File: config.mk
export PLATFORM = sky130hd
export DESIGN_NAME = axi_read_slave
export DESIGN_NICKNAME = d
export VERILOG_FILES = /design/src/rtl/axi_defines_pkg.sv /design/src/rtl/axi_read_slave_addr_gen.sv /design/src/rtl/axi_read_slave.sv
export SDC_FILE = /design/constraint.sdc
export NUM_CORES = 1
export LEC_CHECK = 0
export CAP_MARGIN = 10
export CORE_MARGIN = 1
export CORE_UTILIZATION = 52
export CTS_CLUSTER_DIAMETER = 40
export CTS_CLUSTER_SIZE = 8
export DETAILED_ROUTE_END_ITERATION = 10
export PLACE_DENSITY = 0.83
export SYNTH_ARGS = -nofsm -noshare
export SYNTH_HDL_FRONTEND = slang
export SYNTH_HIERARCHICAL = 1
export SYNTH_SLANG_ARGS = --single-unit
File: constraint.sdc
create_clock -name clk -period 13.3 [get_ports clk]
set_clock_uncertainty 0.2 [all_clocks]
set_input_delay 1.33 -clock clk [delete_from_list [all_inputs] [get_ports clk]]
set_output_delay 1.33 -clock clk [all_outputs]
set_load 0.005 [all_outputs]
File: src/rtl/axi_defines_pkg.sv
// Shared AXI read-channel types used by the slave and its address generator.
// Burst-level legality lives here so every consumer agrees on what is an error.
package axi_defines;

  typedef enum logic [1:0] {
    BURST_FIXED = 2'd0,
    BURST_INCR  = 2'd1,
    BURST_WRAP  = 2'd2,
    BURST_RSVD  = 2'd3
  } burst_t;

  typedef enum logic [1:0] {
    RESP_OKAY   = 2'd0,
    RESP_EXOKAY = 2'd1,
    RESP_SLVERR = 2'd2,
    RESP_DECERR = 2'd3
  } resp_t;

  typedef struct packed {
    logic        valid;
    logic [31:0] addr;
    logic [7:0]  len;
    logic [2:0]  size;
    burst_t      burst;
  } ar_t;

  typedef struct packed {
    logic        valid;
    logic [31:0] data;
    resp_t       resp;
    logic        last;
  } r_t;

  function automatic logic burst_err(
    input logic [7:0] len,
    input logic [2:0] size,
    input burst_t     burst
  );
    logic wlen_ok;
    wlen_ok = (len == 8'd1) || (len == 8'd3) ||
              (len == 8'd7) || (len == 8'd15);
    return (size > 3'd2) ||
           (burst == BURST_RSVD) ||
           ((burst == BURST_WRAP) && !wlen_ok);
  endfunction

endpackage

File: src/rtl/axi_read_slave_addr_gen.sv
// Combinational next-beat address for FIXED, INCR and WRAP bursts.
// WRAP assumes a legal length; illegal bursts never reach memory anyway.
module axi_addr_gen
  import axi_defines::*;
(
  input  logic [31:0] addr,
  input  logic [2:0]  size,
  input  logic [7:0]  len,
  input  burst_t      burst,
  output logic [31:0] next_addr
);

  logic [31:0] bytes;
  logic [31:0] wsize;
  logic [31:0] wmask;

  always_comb begin
    bytes     = 32'd1 << size;
    wsize     = ({24'd0, len} + 32'd1) << size;
    wmask     = wsize - 32'd1;
    next_addr = addr;
    unique case (1'b1)
      (burst == BURST_INCR):
        next_addr = (addr & ~(bytes - 32'd1)) + bytes;
      (burst == BURST_WRAP):
        next_addr = (addr & ~wmask) | ((addr + bytes) & wmask);
      default:
        next_addr = addr;
    endcase
  end

endmodule

File: src/rtl/axi_read_slave.sv
// Single-outstanding AXI read slave over a 1-cycle-latency word memory.
// One beat every three cycles: ISSUE -> WAIT -> RESP.
module axi_read_slave
  import axi_defines::*;
#(
  parameter int unsigned MEM_BYTES = 4096
) (
  input  logic        clk,
  input  logic        rst,
  input  ar_t         ar,
  output logic        ar_ready,
  output r_t          r,
  input  logic        r_ready,
  output logic        mem_re,
  output logic [29:0] mem_addr,
  input  logic [31:0] mem_rdata
);

  typedef enum logic [1:0] {
    IDLE,
    ISSUE,
    WAIT,
    RESP
  } state_t;

  localparam logic [31:0] LIMIT = 32'(MEM_BYTES);

  state_t      state;
  logic [31:0] cur_addr;
  logic [31:0] next_addr;
  logic [7:0]  len;
  logic [7:0]  beat;
  logic [2:0]  size;
  burst_t      burst;
  logic        slverr;
  logic        decerr;

  logic        ar_bad;
  logic        ar_oor;
  logic        nx_oor;

  axi_addr_gen u_gen (
    .addr      (cur_addr),
    .size      (size),
    .len       (len),
    .burst     (burst),
    .next_addr (next_addr)
  );

  assign ar_bad = burst_err(ar.len, ar.size, ar.burst);
  assign ar_oor = ar.addr >= LIMIT;
  assign nx_oor = next_addr >= LIMIT;

  always_ff @(posedge clk) begin
    if (rst) begin
      state    <= IDLE;
      ar_ready <= 1'b1;
      r        <= '0;
      mem_re   <= 1'b0;
      mem_addr <= '0;
      cur_addr <= '0;
      len      <= '0;
      beat     <= '0;
      size     <= '0;
      burst    <= BURST_FIXED;
      slverr   <= 1'b0;
      decerr   <= 1'b0;
    end else begin
      unique case (state)
        IDLE: begin
          if (ar.valid) begin
            cur_addr <= ar.addr;
            len      <= ar.len;
            size     <= ar.size;
            burst    <= ar.burst;
            beat     <= '0;
            slverr   <= ar_bad;
            decerr   <= ar_oor;
            mem_re   <= !ar_bad && !ar_oor;
            mem_addr <= ar.addr[31:2];
            ar_ready <= 1'b0;
            state    <= ISSUE;
          end
        end
        ISSUE: begin
          mem_re <= 1'b0;
          state  <= WAIT;
        end
        WAIT: begin
          r.valid <= 1'b1;
          r.data  <= (slverr || decerr) ? 32'd0 : mem_rdata;
          r.last  <= beat == len;
          if (slverr)
            r.resp <= RESP_SLVERR;
          else if (decerr)
            r.resp <= RESP_DECERR;
          else
            r.resp <= RESP_OKAY;
          state <= RESP;
        end
        RESP: begin
          if (r_ready) begin
            r.valid <= 1'b0;
            r.last  <= 1'b0;
            if (r.last) begin
              ar_ready <= 1'b1;
              state    <= IDLE;
            end else begin
              beat     <= beat + 8'd1;
              cur_addr <= next_addr;
              decerr   <= nx_oor;
              mem_re   <= !slverr && !nx_oor;
              mem_addr <= next_addr[31:2];
              state    <= ISSUE;
            end
          end
        end
        default: state <= IDLE;
      endcase
    end
  end

endmodule
==> run summary <==
The flow ran to the end, and the final reports show no timing, DRC or antenna violations. Entering global routing, the biggest net connects 93 pins. In this run, synthesis inferred 0 flip-flops with an integrated enable. The tree built by TritonCTS fans out to 95 sinks. Hold repair after CTS inserted 0 buffers. The run gives 33.0% as the global-route total usage across every layer. The critical path data required time was 13.38 ns. Die outline height: 127 um. Counting instances in the post-synthesis netlist gives the leading cell types as 146 x nor2_1, 114 x nand2_1, 105 x a21oi_1.

The logs give 6 for the count of warnings emitted by yosys and 1249 for the post-synthesis net count. At the end of routability-driven placement, the weighted congestion stood at 1.06. Power comes to 1.36 mW. The final critical path takes up 43.4% of the cycle. The worst register-to-register path has a setup slack of 7.53 ns. The die is 127 um wide. The run gives 0 as the count of max-cap constraint violations.

The residual overflow from global routing came out at 0. Instance count of the mapped netlist: 1144. The max-slew headroom at the worst pin was 24.2%.

The critical path start-end classification was reg2reg. The number of port buffers is 148, and the overall die area is 0.0162 mm2. The placement row count was 45. The run gives 0 as the max-slew violation total from the final report.

149 I/O pins were placed. The first global-routing pass estimated 43.0 mm of wire. Launching element of the worst setup path: size[2].

0 antenna diodes ended up in the layout. TritonCTS built the clock tree. The count of filler cells inserted in the layout was 1308; the clock period minus worst slack was 5.77 ns.

For this run, design rule violations remaining after detail routing come to 0. In this run the remaining antenna-violating nets after routing total 0. In this run, synthesis produced a sequential element count of 95.

The final routed wire length divided by cell count works out to 19.1 um. The run gives 0 ns as the accumulated negative setup slack. By area the synthesized netlist is led by dfxtp_1 23%, nor2_1 6.7%, a21oi_1 6.4%. The most common cell in the netlist was nor2_1. The area growth from synthesis to layout is 19.0%. The post-cts sizing count came out at 0. The clock tree buffer depth is 2. The via count of the first global-routing pass came out at 8376. In this run the most critical hold path is launched from r[2].

The capturing element type of the critical path was a flip-flop. The detailed-router iteration count before antenna repair was 7; the cell area after synthesis was 0.00817 mm2. The launch instance of the worst register-to-register path was size[2]. The fraction of post-synthesis cell area in the top cell type by area came out at 23.3%. The detailed-route wire length was 27.1 mm; the number of nets in the finished design was 1310. The number of failing hold endpoints at the final stage was 0; the count of vias placed by the detailed router was 9273. The number of setup buffers added after CTS is 0. Derived from the worst setup path, the maximum achievable clock frequency is 173 MHz. For the pin with the worst max-slew slack, the measured transition is 1.13 ns. The clock-pin slew on the worst setup and hold paths was 0.08 ns; the number of antenna violations at the first check in global routing was 0.

For the area of the core, the log shows 0.0153 mm2. Summed over all nets, the half-perimeter wirelength after detailed placement is 19.1 mm. Cells with a size suffix above 1 make up 4.63% of the layout.

The effective utilization at floorplan was 53.5%; the number of cells on the worst reg-to-reg path was 17. The power per cell area was 140 mW/mm2. The async set-or-reset flop fraction in the synthesized netlist is 0%. The finished layout holds 1421 standard cells, fillers aside.

The tools report the number of buffers created by CTS as 9. The hold path depth was 2; the number of levels the H-tree was split into was 3. The number of distinct library cells after synthesis came out at 86.

The buffer type at the clock tree root is clkbuf_16. The placed cell count was 1405. The average instance in the mapped netlist occupies 7.14 um2. Setup repair after global routing left no endpoint under its margin.

The worst min-delay path category is reg2reg. The largest vdd supply drop is 0.000103 V. For this block, the initial DRC count from the detailed router was 1366. The via count normalized by instance count is 6.53. Of all cell types, the one taking the most synthesized area is dfxtp_1.

Summed over all cells, the static leakage comes to 3.52 nW. The worst setup path is launched from a flip-flop. In the synthesized netlist the dominant register cell turns out to be dfxtp_1. The portion of the post-synthesis area used by sequential elements came out at 23.3%. Cells fill 63.7% of the core in the end. Data arrives at the worst endpoint at 5.86 ns. Setup violations remaining at the end of the flow were counted as 0. At the later pin of the worst-skew pair, clock insertion delay measures 0.36 ns. The maximum fanout count along the critical path is 36.
-- layout make-up --
class                           instances  area, um2  area share, %
Inverter                               36        135           1.39
Clock inverter                          7       68.8          0.708
Multi-Input combinational cell        904       5560           57.2
Timing Repair Buffer                  159       1560           16.1
Sequential cell                        95       1900           19.6
Tap cell                              211        264           2.72
Clock buffer                            9        225           2.32
-- routing by layer --
metal	track usage (%)	vias to the layer above	routed length, um
li1	-	4280	-
met1	43.1	4276	11000
met2	51.0	622	11900
met3	9.51	95	3240
met4	13.5	0	928
met5	0	-	0
-- flip-flops by register name, indices dropped and copies added (netlist names) --
register and flops:
mem_addr 30, burst 2, len 8, cur_addr 2
mem_re 1, state 2, slverr 1, beat 8
ar_ready 1, size 3, r 36, decerr 1
-- cells in the final DEF, fill, tap and decap left out, types with 6 or more instances in the layout --
master	Yosys	layout
a22oi_1	7	7
buf_4	34	11
o22ai_1	8	8
dfxtp_1	95	95
nor4_1	30	30
a32oi_1	6	6
mux2i_1	11	11
xor2_1	21	21
ha_1	23	23
clkbuf_16	0	9
a222oi_1	23	23
or3_1	13	13
xnor2_1	23	23
o21ai_0	38	38
nor2b_1	41	41
nor2_1	146	146
inv_1	36	36
clkdlybuf4s50_1	0	147
nand3b_1	6	6
o211ai_1	12	12
nand4_1	14	14
a211oi_1	7	7
nand2b_1	13	13
a21oi_1	105	105
a221oi_1	8	8
or4_1	8	8
nor3_1	31	31
a31oi_1	14	14
o221ai_1	6	6
nand3_1	36	36
a211o_1	8	8
nand2_1	114	114
o31ai_1	10	10
and3_1	17	17
a21o_1	15	15
-- cells by family (layout without fill, tap and decap cells) --
kind of cell | Yosys count | in the layout | share of synthesized area [%]
simple gates | 503 | 503 | 30.9
compound gates | 317 | 317 | 26.5
buf+inv | 145 | 211 | 8.70
flops | 95 | 95 | 23.3
xor+xnor | 44 | 44 | 4.72
fa+ha+maj | 24 | 24 | 3.77
mux | 16 | 16 | 2.08
-- report_power, final --
part / internal, mW / leakage (nW) / switching, mW / total [mW]
Combinational: 0.285 / 2.60 / 0.400 / 0.684
Sequential: 0.333 / 0.775 / 0.0880 / 0.421
Clock: 0.131 / 0.142 / 0.127 / 0.258
Total: 0.749 / 3.52 / 0.615 / 1.36
-- through the flow --
| stage | setup WS (ns) | instance area, um2 | hold slack [ns] |
|---|---|---|---|
| global placement | 7.98 | 9420 | 0.256 |
| CTS | 7.79 | 9710 | 0.283 |
| finish | 7.53 | 9710 | 0.283 |
| detailed placement | 7.81 | 9420 | 0.273 |
| global route | 7.26 | 9710 | 0.322 |
| floorplan | 8.69 | 8170 | 0.233 |
-- worst paths after layout --
kind | endpoint
max | mem_re
min | r[2]
max reg2reg | mem_re
min reg2reg | r[2]
-- worst max-delay path: stages (launching register included) --
cell,delay [ns]
dfxtp_1,0.30
buf_4,0.23
nor2_1,0.48
nand2_1,0.25
ha_1,0.49
nand4bb_1,0.30
a21oi_1,0.22
nand4_1,0.17
o22ai_1,0.54
o2111ai_1,0.45
or3_1,0.47
and3_1,0.17
o21ai_0,0.15
nand3_1,0.13
nor4_1,0.40
nand3_1,0.22
o31a_1,0.32
o22ai_1,0.16
Power figures use the tool's default switching activity.
